--- config.mk ---
export PLATFORM = sky130hd
export DESIGN_NAME = joypad_debounce
export DESIGN_NICKNAME = d
export VERILOG_FILES = /design/src/rtl/joypad_pkg.sv /design/src/rtl/debounce_bit.sv /design/src/rtl/joypad_debounce.sv
export SDC_FILE = /design/constraint.sdc
export NUM_CORES = 1
export LEC_CHECK = 0
export ABC_CLOCK_PERIOD_IN_PS = 3000
export CAP_MARGIN = 5
export CORE_UTILIZATION = 60
export CTS_CLUSTER_DIAMETER = 100
export DETAILED_ROUTE_END_ITERATION = 16
export PLACE_DENSITY = 0.81
export SETUP_SLACK_MARGIN = 0.15
export SYNTH_ARGS = -nofsm -noshare
export SYNTH_HDL_FRONTEND = slang
export SYNTH_HIERARCHICAL = 1
export SYNTH_SLANG_ARGS = --single-unit
export TNS_END_PERCENT = 20
--- constraint.sdc ---
create_clock -name Clock -period 3 [get_ports Clock]
set_input_delay 0.9 -clock Clock [delete_from_list [all_inputs] [get_ports Clock]]
set_output_delay 0.9 -clock Clock [all_outputs]
set_load 0.01 [all_outputs]
--- src/rtl/joypad_pkg.sv ---
// Shared constants and types for the joypad debounce front end.
package joypad_pkg;

   // Number of physical button pins handled by the front end.
   localparam int unsigned NUM_BUTTONS = 8;

   // Bit positions within the active-low button vector.
   localparam int unsigned BTN_RIGHT  = 0;
   localparam int unsigned BTN_LEFT   = 1;
   localparam int unsigned BTN_UP     = 2;
   localparam int unsigned BTN_DOWN   = 3;
   localparam int unsigned BTN_A      = 4;
   localparam int unsigned BTN_B      = 5;
   localparam int unsigned BTN_SELECT = 6;
   localparam int unsigned BTN_START  = 7;

   // Per-pin debounce FSM: IDLE while the synchronized pin matches the
   // accepted level, COUNT while a differing level is being qualified.
   typedef enum logic {
      IDLE  = 1'b0,
      COUNT = 1'b1
   } db_state_e;

endpackage : joypad_pkg

--- src/rtl/debounce_bit.sv ---
// One pin: synchronizer chain, stability counter and accept FSM.
module debounce_bit
   import joypad_pkg::*;
#(
   parameter int unsigned DEBOUNCE_CYCLES = 16,
   parameter int unsigned SYNC_STAGES     = 2
) (
   input  logic Clock,
   input  logic Reset,
   input  logic iRaw,
   output logic oLevel,
   output logic oFall
);

   localparam int unsigned   CW     = $clog2(DEBOUNCE_CYCLES + 1);
   localparam logic [CW-1:0] C_LAST = CW'(DEBOUNCE_CYCLES - 1);

   logic [SYNC_STAGES-1:0] sync_q;
   logic                   sync_s;
   db_state_e              state_q;
   logic [CW-1:0]          cnt_q;
   logic                   level_q;
   logic                   fall_d;

   // Shift the raw pin through the synchronizer; released (1) out of reset.
   always_ff @(posedge Clock or negedge Reset) begin
      if (!Reset) begin
         sync_q <= '1;
      end else begin
         sync_q <= {sync_q[SYNC_STAGES-2:0], iRaw};
      end
   end

   assign sync_s = sync_q[SYNC_STAGES-1];

   // Qualify a changed level for DEBOUNCE_CYCLES consecutive cycles before accepting it.
   always_ff @(posedge Clock or negedge Reset) begin
      if (!Reset) begin
         state_q <= IDLE;
         cnt_q   <= '0;
         level_q <= 1'b1;
      end else begin
         case (state_q)
            IDLE: begin
               if (sync_s != level_q) begin
                  state_q <= COUNT;
                  cnt_q   <= CW'(1);
               end else begin
                  cnt_q   <= '0;
               end
            end
            COUNT: begin
               if (sync_s == level_q) begin
                  state_q <= IDLE;
                  cnt_q   <= '0;
               end else if (cnt_q == C_LAST) begin
                  level_q <= sync_s;
                  state_q <= IDLE;
                  cnt_q   <= '0;
               end else begin
                  cnt_q   <= cnt_q + 1'b1;
               end
            end
            default: begin
               state_q <= IDLE;
               cnt_q   <= '0;
            end
         endcase
      end
   end

   // Fall is flagged in the cycle the 1->0 accept is decided, so a register
   // downstream lines its pulse up with the cycle oLevel first shows 0.
   always_comb begin
      fall_d = 1'b0;
      if (state_q == COUNT && sync_s != level_q && cnt_q == C_LAST && level_q) begin
         fall_d = 1'b1;
      end
   end

   assign oLevel = level_q;
   assign oFall  = fall_d;

endmodule : debounce_bit

--- src/rtl/joypad_debounce.sv ---
// Joypad front end: per-pin debounce plus a merged press strobe.
module joypad_debounce
   import joypad_pkg::*;
#(
   parameter int unsigned DEBOUNCE_CYCLES = 16,
   parameter int unsigned SYNC_STAGES     = 2
) (
   input  logic                   Clock,
   input  logic                   Reset,
   input  logic [NUM_BUTTONS-1:0] iButtons,
   output logic [NUM_BUTTONS-1:0] oButtons,
   output logic                   oPressStrobe
);

   logic [NUM_BUTTONS-1:0] fall;
   logic                   strobe_q;

   for (genvar i = 0; i < NUM_BUTTONS; i++) begin : g_bit
      debounce_bit #(
         .DEBOUNCE_CYCLES(DEBOUNCE_CYCLES),
         .SYNC_STAGES    (SYNC_STAGES)
      ) u_bit (
         .Clock (Clock),
         .Reset (Reset),
         .iRaw  (iButtons[i]),
         .oLevel(oButtons[i]),
         .oFall (fall[i])
      );
   end

   // Any accepted press in a cycle yields one strobe, coincident with oButtons.
   always_ff @(posedge Clock or negedge Reset) begin
      if (!Reset) begin
         strobe_q <= 1'b0;
      end else begin
         strobe_q <= |fall;
      end
   end

   assign oPressStrobe = strobe_q;

endmodule : joypad_debounce

==> results_dict.tcl <==
set metrics [dict create \
    finalWorstSetupSlack_ns 0.640 \
    p_int_mw 1.46 \
    critPathArrivalTime_ns 1.46 \
    slowest_stage "dfstp_2" \
    clkPwrFrac_pct 39.6 \
    rsz0062_at_grt "false" \
    worstSkewPairLatency_ns 0.34 \
    p_total_mw 1.86 \
    die_area_um2 5230 \
    drive_gt1_share_pct 23.6 \
    p_per_area_nw_per_um2 542 \
    maxCapViolCount 0 \
    pre_cts_slack_ns 0.990 \
    port_buffers 18 \
    post_cts_resized 0 \
    core_area_um2 4750 \
    cts_hold_buffers 0 \
    placed_cells 322 \
    critical_path_class "register to primary output" \
    ys_seq_area_share_pct 62.6 \
    crit_chain "clkdlybuf4s50_1" \
    wl_per_cell_um 13.8 \
    hold_ws_ns 0.353 \
    final_cells 338 \
    dp_hpwl_um 3170 \
    route.vias.total 1789 \
    p_switching_mw 0.395 \
    die_height_um 72.3 \
    grt_max_degree 31 \
    initial_core_util_pct 62.4 \
    vias_per_cell 5.29 \
    netlist_area_um2 2970 \
    leakagePower_nw 1.47 \
    placed_cell_area_um2 3240 \
    finalCritPeriodShare_pct 78.7 \
    p_comb_share_pct 4.1 \
    postLayoutCellArea_um2 3430 \
    postCtsSetupBuffers 0 \
    cp.required_ns 2.10 \
    post-route-min-period_ns 2.36 \
    hold_viol 0 \
    setup_tns_ns 0 \
    setup_viol 0 \
    drtPass1Iterations 4 \
    grt_pass1_vias 1789 \
    grt_first_pass_wirelength_um 8210 \
    rows 25 \
    hold_path.class "register to register" \
    critPathBufInv 1 \
    synthFlopType "dfrtp_1" \
    overflow 0 \
    grt_use_total_pct 21.5 \
    synth-seq-cells 73 \
    syn_nets 253 \
    cp_max_fo 4 \
    cp_top_family "flip-flops" \
    cp_slowest_stage_delay_ns 0.58 \
    syn_inst 235 \
    vdd_drop_max_mv 0.358 \
    die-width_um 72.3 \
    yosys_warnings 6 \
    routabilityCongestion 0.771 \
    tritoncts "built" \
    clockBufferDepth 2 \
    ant_nets 0 \
    synthArstFlopShare_pct 100 \
    antenna_cells 0 \
    cts-buffers-inserted 9 \
    io_pins 19 \
    h-tree-depth 3 \
    drc 0 \
    root_buffer "clkbuf_8" \
    power_switching_share_pct 21.2 \
    drt-initial-drc-count 95 \
    worst_pin_slew_ns 0.456 \
    status "completed" \
    max_freq_ghz 0.424 \
    nets 284 \
    relSlewSlack_pct 69.3 \
    antenna_found_initial 0 \
    area_growth_pct 15.6 \
    endpoint_kind "primary output" \
    synth_edf_count 0 \
    slew_violations 0 \
    path_clk_slew_ns 0.07 \
    post-route-util_pct 72.1 \
    start_kind "register" \
    ys_types 17 \
    syn_area_per_cell_um2 12.6 \
    fin_skew_ns 0.00588 \
    seqPwrFrac_pct 56.3 \
    cts.sinks 73 \
    routed_wl_um 4670 \
]
==> state kept, by name, indices dropped and copies added (netlist names) <==
signal / cells
g_bit.u_bit/cnt_q: 40
g_bit.u_bit/sync_q: 16
g_bit.u_bit/oLevel: 8
g_bit.u_bit/state_q: 8
oPressStrobe: 1
==> worst paths after layout <==
kind	slack [ns]	cells after the start	startpoint	endpoint
min reg2reg	0.35	0	g_bit[3].u_bit/sync_q[0]$_DFF_PN1_	g_bit[3].u_bit/sync_q[1]$_DFF_PN1_
max	0.64	1	g_bit[5].u_bit/oLevel$_DFFE_PN1P_	oButtons[5]
min in group asynchronous	0.50	1	Reset	g_bit[1].u_bit/cnt_q[0]$_DFF_PN0_
max in group asynchronous	1.73	2	Reset	g_bit[7].u_bit/sync_q[1]$_DFF_PN1_
min	0.35	0	g_bit[3].u_bit/sync_q[0]$_DFF_PN1_	g_bit[3].u_bit/sync_q[1]$_DFF_PN1_
max reg2reg	1.31	5	g_bit[7].u_bit/cnt_q[0]$_DFF_PN0_	oPressStrobe$_DFF_PN0_
==> per-layer routing <==
layer | wire length, um | global-route usage [%]
met3 | 143 | 5.56
met4 | 66 | 10.5
met1 | 2080 | 28.5
met2 | 2370 | 33.3
met5 | 0 | 0
==> final cells by class <==
class | instances | area, um2
Sequential cell | 73 | 1860
Fill cell | 352 | 1330
Multi-Input combinational cell | 162 | 1110
Timing Repair Buffer | 20 | 190
Clock buffer | 13 | 149
Tap cell | 67 | 83.8
Clock inverter | 3 | 40.0
==> cells in the final DEF (no fill, tap or decap) <==
| master | Yosys | routed |
|---|---|---|
| nor3_1 | 8 | 8 |
| and2_1 | 16 | 16 |
| clkinv_2 | 0 | 2 |
| buf_2 | 0 | 1 |
| mux2_4 | 8 | 8 |
| clkdlybuf4s50_1 | 0 | 17 |
| dfrtp_1 | 49 | 49 |
| nor4_1 | 2 | 2 |
| o21ai_0 | 8 | 8 |
| buf_4 | 0 | 2 |
| xor2_1 | 16 | 16 |
| xnor2_1 | 8 | 8 |
| ha_1 | 8 | 8 |
| nand3_1 | 16 | 16 |
| nor2_1 | 23 | 23 |
| clkbuf_8 | 0 | 10 |
| bufinv_16 | 0 | 1 |
| nand2_1 | 24 | 24 |
| nand2_2 | 8 | 8 |
| dfstp_2 | 24 | 24 |
| and4b_4 | 8 | 8 |
| nor3b_1 | 8 | 8 |
| and4_1 | 1 | 1 |
| clkbuf_1 | 0 | 3 |
==> synth_stat cells (16+ instances only) <==
cell type  count  area (um2)
and2_1        16         100
xor2_1        16         140
dfstp_2       24         631
nor2_1        23        86.3
nand3_1       16        80.1
dfrtp_1       49        1230
nand2_1       24        90.1
==> cell families (layout without fill, tap and decap cells) <==
kind of cell | count (synthesis) | count (layout) | synth area share (%)
fa+ha+maj | 8 | 8 | 3.38
mux | 8 | 8 | 4.05
flops | 73 | 73 | 62.6
compound gates | 8 | 8 | 1.35
simple gates | 114 | 114 | 21.5
xor+xnor | 24 | 24 | 7.09
buf+inv | 0 | 36 | 0
==> power groups by stage <==
stage | registers (mW) | clock network (mW) | logic, mW
2_1_floorplan | 1.06 | 0 | 0.0386
3_3_place_gp | 1.06 | 0 | 0.0759
3_5_place_dp | 1.06 | 0 | 0.0795
4_1_cts | 1.05 | 0.758 | 0.0800
5_1_grt | 1.05 | 0.799 | 0.0907
6_report | 1.05 | 0.736 | 0.0771
Note: power is estimated with default switching activity, not from simulation.
